`src/rtl/multiword_cla_sequencer_pkg.sv`:
```
// Shared types and constants for the byte-serial multi-precision adder.
// The optional CHAIN_EN macro is consumed by multiword_cla_sequencer.sv.
package multiword_cla_sequencer_pkg;

   localparam int unsigned SLICE_W = 8;

   typedef enum logic [1:0] {
      IDLE = 2'd0,
      RUN  = 2'd1,
      DONE = 2'd2
   } state_e;

   // Slice index width; a single-slice build still needs a 1-bit counter.
   function automatic int unsigned idx_width(input int unsigned words);
      int unsigned w;
      w = $clog2(words);
      return (w < 1) ? 1 : w;
   endfunction

endpackage

```
`src/rtl/multiword_cla_sequencer_cla.sv`:
```
// 8-bit carry look-ahead adder: each carry is a flat sum-of-products of
// generate/propagate terms rather than a rippled chain.
module carry_look_ahead_adder
   import multiword_cla_sequencer_pkg::*;
(
   input  logic [SLICE_W-1:0] a_i,
   input  logic [SLICE_W-1:0] b_i,
   input  logic               carry_in_i,
   output logic [SLICE_W-1:0] s_o,
   output logic               carry_out_o
);

   logic [SLICE_W-1:0] gen;
   logic [SLICE_W-1:0] prop;
   logic [SLICE_W:0]   carry;

   assign gen  = a_i & b_i;
   assign prop = a_i ^ b_i;

   // carry[i] = g[i-1] | p[i-1]g[i-2] | ... | p[i-1..0]c0
   always_comb begin
      logic prod;
      // NOTE: every always_comb output is assigned a default before any branch so no latch is inferred.
      carry    = '0;
      carry[0] = carry_in_i;
      for (int i = 1; i <= SLICE_W; i++) begin
         prod = 1'b1;
         for (int j = i - 1; j >= 0; j--) begin
            carry[i] = carry[i] | (gen[j] & prod);
            prod     = prod & prop[j];
         end
         carry[i] = carry[i] | (prod & carry_in_i);
      end
   end

   assign s_o         = prop ^ carry[SLICE_W-1:0];
   assign carry_out_o = carry[SLICE_W];

endmodule

```
`src/rtl/multiword_cla_sequencer.sv`:
```
// Multi-precision adder that streams WORDS byte slices, LSB first, through one 8-bit CLA.
// Define CHAIN_EN to add chain_in and a last_carry register for cross-transaction adds.
module multiword_cla_sequencer
   import multiword_cla_sequencer_pkg::*;
#(
   parameter int unsigned WORDS = 4
) (
   input  logic                       clk,
   input  logic                       rst_n,
   input  logic                       start_valid,
   output logic                       start_ready,
   input  logic [SLICE_W*WORDS-1:0]   op_a,
   input  logic [SLICE_W*WORDS-1:0]   op_b,
`ifdef CHAIN_EN
   input  logic                       chain_in,
`endif
   input  logic                       carry_in,
   output logic                       result_valid,
   input  logic                       result_ready,
   output logic [SLICE_W*WORDS-1:0]   sum,
   output logic                       carry_out,
   output logic                       overflow,
   output logic                       busy
);

   localparam int unsigned W     = SLICE_W * WORDS;
   localparam int unsigned IDX_W = idx_width(WORDS);

   state_e             state_q, state_d;
   logic [IDX_W-1:0]   idx_q, idx_d;
   logic               carry_q, carry_d;
   logic [W-1:0]       sum_q, sum_d;
   logic               cout_q, cout_d;
   logic               ovf_q, ovf_d;
   logic [W-1:0]       a_q, b_q;

   logic               accept;
   logic               last_slice;
   logic               init_carry;
   logic [SLICE_W-1:0] cla_a, cla_b, cla_s;
   logic               cla_co;

   assign accept     = start_valid && (state_q == IDLE);
   assign last_slice = (idx_q == IDX_W'(WORDS - 1));

`ifdef CHAIN_EN
   logic last_carry_q;

   always_ff @(posedge clk) begin
      if (!rst_n) begin
         last_carry_q <= 1'b0;
      end else if (state_q == DONE && result_ready) begin
         last_carry_q <= cout_q;
      end
   end

   assign init_carry = chain_in ? last_carry_q : carry_in;
`else
   assign init_carry = carry_in;
`endif

   assign cla_a = a_q[SLICE_W*32'(idx_q) +: SLICE_W];
   assign cla_b = b_q[SLICE_W*32'(idx_q) +: SLICE_W];

   carry_look_ahead_adder u_cla (
      .a_i         (cla_a),
      .b_i         (cla_b),
      .carry_in_i  (carry_q),
      .s_o         (cla_s),
      .carry_out_o (cla_co)
   );

   always_comb begin
      state_d = state_q;
      idx_d   = idx_q;
      carry_d = carry_q;
      sum_d   = sum_q;
      cout_d  = cout_q;
      ovf_d   = ovf_q;
      case (state_q)
         IDLE: begin
            if (start_valid) begin
               state_d = RUN;
               idx_d   = '0;
               sum_d   = '0;
               carry_d = init_carry;
            end
         end
         RUN: begin
            sum_d[SLICE_W*32'(idx_q) +: SLICE_W] = cla_s;
            carry_d = cla_co;
            idx_d   = idx_q + 1'b1;
            if (last_slice) begin
               cout_d  = cla_co;
               // Signed overflow: like-signed operands producing an opposite-signed top bit.
               ovf_d   = (a_q[W-1] == b_q[W-1]) && (cla_s[SLICE_W-1] != a_q[W-1]);
               state_d = DONE;
            end
         end
         DONE: begin
            if (result_ready) begin
               state_d = IDLE;
            end
         end
         default: state_d = IDLE;
      endcase
   end

   always_ff @(posedge clk) begin
      // NOTE: sequential state uses non-blocking assignments so every register samples pre-edge values.
      if (!rst_n) begin
         state_q <= IDLE;
         idx_q   <= '0;
         carry_q <= 1'b0;
         sum_q   <= '0;
         cout_q  <= 1'b0;
         ovf_q   <= 1'b0;
      end else begin
         state_q <= state_d;
         idx_q   <= idx_d;
         carry_q <= carry_d;
         sum_q   <= sum_d;
         cout_q  <= cout_d;
         ovf_q   <= ovf_d;
      end
   end

   // NOTE: operand copies are pure datapath, always written before use, so they carry no reset.
   always_ff @(posedge clk) begin
      if (accept) begin
         a_q <= op_a;
         b_q <= op_b;
      end
   end

   assign start_ready  = (state_q == IDLE);
   assign busy         = (state_q == RUN);
   assign result_valid = (state_q == DONE);
   assign sum          = sum_q;
   assign carry_out    = cout_q;
   assign overflow     = ovf_q;

endmodule

```
`config.mk`:
```
export PLATFORM = sky130hd
export DESIGN_NAME = multiword_cla_sequencer
export DESIGN_NICKNAME = d
export VERILOG_FILES = /design/src/rtl/multiword_cla_sequencer_pkg.sv /design/src/rtl/multiword_cla_sequencer_cla.sv /design/src/rtl/multiword_cla_sequencer.sv
export SDC_FILE = /design/constraint.sdc
export NUM_CORES = 1
export LEC_CHECK = 0
export BUFFER_PORTS_ARGS = -buffer_cell sky130_fd_sc_hd__buf_2
export CAP_MARGIN = 20
export CORE_AREA = 2 2 113 115
export CTS_CLUSTER_SIZE = 24
export DETAILED_ROUTE_END_ITERATION = 10
export DIE_AREA = 0 0 115 117
export GPL_TIMING_DRIVEN = 0
export PLACE_DENSITY = 0.6
export SLEW_MARGIN = 20
export SYNTH_ARGS = -nofsm -noshare
export SYNTH_HDL_FRONTEND = slang
export SYNTH_SLANG_ARGS = --single-unit
```
`constraint.sdc`:
```
create_clock -name clk -period 3.05 [get_ports clk]
set_input_delay 0.61 -clock clk [delete_from_list [all_inputs] [get_ports clk]]
set_output_delay 0.61 -clock clk [all_outputs]
set_load 0.02 [all_outputs]
```
; ---- Word-level counts from Yosys, hierarchy flattened
; Index checks and enable logic that the tools add are counted.
[op_classes]
eq_ne = 8
bitwise = 103
addsub = 2
shifts = 4
n_reduce_logical = 7
n_mux = 11
[op_table]
columns = operator, n
row1 = 1-bit bitwise AND, 64
row2 = 32-bit one-hot mux with 2 select lines, 1
row3 = 32-bit by 6-bit indexed part select with 8-bit output, 2
row4 = 1-bit bitwise OR, 36
row5 = 5-bit negation with 34-bit output, 1
row6 = 8-bit by 34-bit variable shift with 32-bit output (first input constant), 1
row7 = 8-bit by 34-bit indexed part select with 32-bit output, 1
row8 = 32-bit bitwise mux, 1
row9 = 32-bit two-way mux, 1
row10 = 8-bit XOR, 2
row11 = 8-bit bitwise AND, 1
row12 = 2-bit two-way mux, 4
row13 = 2-bit one-hot mux with 3 select lines, 1
row14 = 2-bit == test (second input constant), 2
row15 = 2-bit by 1-bit inequality test with 1-bit output (second input constant), 2
row16 = 2-bit one-hot mux with 2 select lines, 1
row17 = 2-bit AND reduction, 2
row18 = 3-bit AND reduction, 1
row19 = 2-bit by 1-bit adder with 2-bit output (second input constant), 1
row20 = 2-bit by 1-bit == test with 1-bit output (second input constant), 1
row21 = 1-bit logical AND, 2
row22 = 2-bit zero test, 1
row23 = 2-bit inequality test (second input constant), 1
row24 = 1-bit one-hot mux with 2 select lines, 1
row25 = 4 further kinds, 4
[totals]
ff_bits = 103
out_inout_bits = 37

; ---- Logic depth before layout (Yosys ltp)
[logic_depth]
ltp_word = 14
mapped_depth = 9
ltp_nobuf = 7

; ---- Modules after synthesis
; Synthesis repeated with hierarchy kept, for this count alone.
[hier_totals]
cells_unflattened = 286
hier_area_um2 = 4149.0
[modules_own_cells]
columns = mod, area_per_inst_um2, instances, cells_per_inst, seq_area_each_um2
row1 = multiword_cla_sequencer, 3826.2, 1, 245, 2702.6
row2 = carry_look_ahead_adder, 322.8, 1, 41, 0.0

; ---- Least setup slack after synthesis
; Ideal clock, no wire load.
[synth_timing]
path_type = register -> register
startpoint = register state_q[0]
endpoint = register carry_q
synth_period_minus_slack_ns = 3.264
t_arrival_ns = 3.132
setup_slack_ns = -0.214
setup_ns = 0.132
stages_incl_launch_ff = 7
path_cell_list = dfxtp_1 -> nor2_1 -> and2_1 -> clkbuf_1 -> nor2_1 -> a22oi_1 -> a21oi_1
[synth_between]
elab_chain_cells = 3
elab_cells_between_ends = 6
[synth_lines]
columns = item, line
row1 = "start, declared", multiword_cla_sequencer.sv:29  ; state_e state_q, state_d;
row2 = "start signal, assigned", multiword_cla_sequencer.sv:119  ; state_q <= state_d;
row3 = 2-bit zero test *, -
row4 = named net start_ready, multiword_cla_sequencer.sv:11  ; output logic start_ready,
row5 = 2-bit inequality test (no line) or 2-bit nonzero test (tied branches), -
row6 = 2-bit AND reduction (no line), -
row7 = "end signal, assigned", multiword_cla_sequencer.sv:121  ; carry_q <= carry_d;
row8 = "end, declared", multiword_cla_sequencer.sv:31  ; logic carry_q, carry_d;
; Mark *: on every way through the listed nets, which the timed path passes. The rest lies on a longest branch.
; A chain may end at the register's enable or synchronous reset.

; ---- Worst setup path in the final report
[layout_timing]
startpoint = register idx_q[0]
endpoint = register ovf_q, in the netlist overflow
[layout_between]
elab_chain_cells = 13
elab_cells_between_ends = 29
[layout_lines]
columns = item, line
row1 = "start, declared", multiword_cla_sequencer.sv:30  ; logic [IDX_W-1:0] idx_q, idx_d;
row2 = "start signal, assigned", multiword_cla_sequencer.sv:120  ; idx_q <= idx_d;
row3 = 32-bit by 6-bit indexed part select with 8-bit output (on tied branches), "multiword_cla_sequencer.sv:62, multiword_cla_sequencer.sv:63"
row4 = 8-bit bitwise AND or 8-bit XOR (tied branches), "multiword_cla_sequencer_cla.sv:17, multiword_cla_sequencer_cla.sv:18"
row5 = 1-bit bitwise AND (on tied branches), "multiword_cla_sequencer_cla.sv:29, multiword_cla_sequencer_cla.sv:30"
row6 = 1-bit bitwise OR (tied with other cells) (5 in series), multiword_cla_sequencer_cla.sv:29  ; carry[i] = carry[i] | (gen[j] & prod);
row7 = 1-bit bitwise OR or 1-bit bitwise AND (tied branches), "multiword_cla_sequencer_cla.sv:29, multiword_cla_sequencer_cla.sv:32"
row8 = 1-bit bitwise OR, multiword_cla_sequencer_cla.sv:32  ; carry[i] = carry[i] | (prod & carry_in_i);
row9 = 8-bit XOR, multiword_cla_sequencer_cla.sv:36  ; assign s_o = prop ^ carry[SLICE_W-1:0];
row10 = 1-bit inequality test, multiword_cla_sequencer.sv:96  ; ovf_d = (a_q[W-1] == b_q[W-1]) && (cla_s[SLICE_W-1] != a_q[W-1]);
row11 = 1-bit logical AND, multiword_cla_sequencer.sv:96
row12 = "end signal, assigned", multiword_cla_sequencer.sv:124  ; ovf_q <= ovf_d;
row13 = "end, declared", multiword_cla_sequencer.sv:34  ; logic ovf_q, ovf_d;
; Several ways; a longest one is shown, not always the timed one.

==> run_results.csv <==
group,metric,value,unit
finish,syn_to_final_growth,26.2,%
floorplanning,start_util,33.8,%
pwr,power_leakage,2.05,nW
synth,ys_warn_count,0,
setup_path,worstSetupStartpointType,"flip-flop",
pwr,peakVddDrop,0.216,mV
finish,layout-drive-gt1-share,35.9,%
floorplanning,die_h,117,um
sta,hold_viol,0,
placement,place_area,0.00491,mm^2
setup_path,crit_arrival,3180,ps
hold_path,hold_class,"in2reg",
sta,skew,10.9,ps
setup_path,worstSetupPathType,"reg2reg",
placement,dpl.hpwl,6830,um
drt,dr.pass1.iters,4,
cts,htree_levels,3,
grt,grt_pass1_vias,2769,
floorplanning,core-area,0.0123,mm^2
setup_path,endpoint_kind,"flip-flop",
setup_path,path_buf_inv,2,
sta,period_needed,2900,ps
floorplanning,row_count,41,
synth,synth_edf_count,64,
drt,via_per_inst,4.92,
sta,slew-limit-headroom,57.7,%
cts,cts.sinks,103,
drt,drc,0,
cts,clock_latency,340,ps
job,drv_cap,0,
pwr,power_density,584,mW/mm^2
drt,final_antenna_net_count,0,
sta,setup_viol,0,
setup_path,worstPathRequired,3320,ps
synth,ys.flop_type,"edfxtp_1",
finish,final_common_cell,"buf_2",
finish,finish.instance_area,0.00525,mm^2
synth,syn-instance-count,306,
grt,antenna_found_initial,0,
synth,netlist_area,0.00416,mm^2
drt,vias,2834,
sta,post-route-period-util,95.2,%
finish,instances_no_fill,576,
floorplanning,ios,106,
pwr,power,0.00307,W
cts,cts_max_path_buffers,2,
placement,dp_cells,562,
cts,numCtsBuffers,9,
synth,synthesis.nets,388,
synth,syn_avg_cell_area,13.6,um^2
sta,worst_pin_slew,629,ps
setup_path,critPathSlowestCell,"mux4_2",
finish,layout_common_cells,"105 x buf_2, 64 x edfxtp_1, 38 x dfxtp_1",
cts,cts.reportedPaths.clkPinSlew,70,ps
cts,post_cts_buffers,0,
grt,grt.overflow.total,0,
grt,grt_max_degree,61,
status,status,"completed",
sta,max_clock_freq,344,MHz
finish,nNetsFinal,505,
drt,wl_per_cell,15.8,um
setup_path,crit_family,"compound AO/OA/AOI/OAI gates",
cts,cts_hold_buf,0,
cts,cts_tree,"yes",
synth,synth_seq_area_share,64.9,%
finish,diodes,0,
grt,grt_pass1_wl,14300,um
cts,cts-root-buf,"clkbuf_16",
floorplanning,die_x,115,um
setup_path,max_stage_delay,560,ps
drt,drt_iter0_markers,119,
synth,ys_ff_latch,103,
placement,port_buffers,105,
drt,wl,9090,um
setup_path,crit_chain,"buf_6 -> buf_8 -> mux4_2 -> ha_4 -> o21ai_2 -> nor3_1 -> o31a_1 -> or4_1 -> a31oi_1",
setup_path,path_max_fanout,10,
synth,synth_cell_type_count,40,
sta,drv_slew,0,
grt,track_usage,14.3,%
synth,async_reset_ff_share,0,%
floorplanning,dieArea,0.0135,mm^2
placement,gp_congestion,0.778,
==> cell type report <==
type	count	area [um^2]
multi-input cells	185	1440
plain buffers	10	90.1
well taps	150	188
inverters	8	30.0
fillers	1163	7060
clock buffers	13	240
flip-flops and latches	103	2700
clock inverters	1	7.51
repair buffers	106	553
==> worst reg2reg max path: stages, from the launching register on <==
cell	delay (ps)
dfxtp_2	360
buf_6	150
buf_8	170
mux4_2	560
ha_4	280
o21ai_2	170
nor3_1	90
o31a_1	400
or4_1	500
a31oi_1	160
==> path summary, 6_finish.rpt <==
check | from | to | slack, ps | cells after the start
hold / removal | op_a[26] | a_q[26] | 450 | 1
hold reg to reg | sum[23] | sum[23] | 450 | 2
setup reg to reg | idx_q[0] | overflow | 150 | 9
setup / recovery | idx_q[0] | overflow | 150 | 9
==> report_power, final <==
part | total, W | internal (W) | leakage (nW) | switching (W)
registers | 0.00158 | 0.00156 | 0.928 | 0.0000238
logic | 0.000480 | 0.000202 | 1.01 | 0.000279
clock network | 0.00101 | 0.000546 | 0.116 | 0.000461
==> what timing repair did <==
item,CTS,global route
resized for setup,15,9
pin swaps,1,2
setup endpoints to repair,23,9
==> synthesized netlist by cell type, types with 6 or more instances <==
cell type	n	share of area, %
inv_1	8	0.72
edfxtp_1	64	46
mux4_2	16	8.7
a22oi_1	13	2.3
nand3_1	11	1.3
nand2_1	20	1.8
ha_1	12	3.6
clkbuf_1	6	0.54
a21oi_1	17	2.0
dfxtp_1	39	19
o21ai_0	13	1.6
nor2_1	29	2.6
==> stage by stage <==
| stage | setup WS, ps | utilization (%) | hold slack, ps | TNS [ps] |
|---|---|---|---|---|
| after floorplan | 83.8 | - | 530 | 0 |
| final | 147 | 42.7 | 446 | 0 |
| after global routing | -4.70 | 42.7 | 429 | -4.70 |
| after global placement | -754 | 39.6 | 442 | -8340 |
| after detailed placement | -809 | 39.9 | 448 | -8900 |
| after CTS | 11.5 | 42.4 | 431 | 0 |
==> registers in the layout (all words and copies together) (netlist names) <==
name / count
a_q: 32
idx_q: 2
carry_out: 1
overflow: 1
sum: 32
b_q: 32
carry_q: 1
state_q: 2
==> cells by family after synthesis <==
| logic type | share of synthesized area, % |
|---|---|
| DFF | 64.9 |
| and+or+nand+nor | 10.8 |
| AOI/OAI and AO/OA | 8.98 |
| buffers and inverters | 1.68 |
| muxes | 8.65 |
| adders and majority gates | 4.09 |
| xor gates and xnor gates | 0.841 |
==> routing by layer <==
| metal | share of wire [%] | vias up | global-route usage [%] | routed length, um |
|---|---|---|---|---|
| met1 | 48 | 1354 | 19.2 | 4390 |
| met3 | 5.1 | 7 | 3.30 | 465 |
| met2 | 46 | 83 | 22.8 | 4180 |
| met4 | 0.64 | 0 | 5.14 | 58 |
| met5 | 0 | - | 0 | 0 |
| li1 | - | 1390 | - | - |
Note: power is estimated with default switching activity, not from simulation.
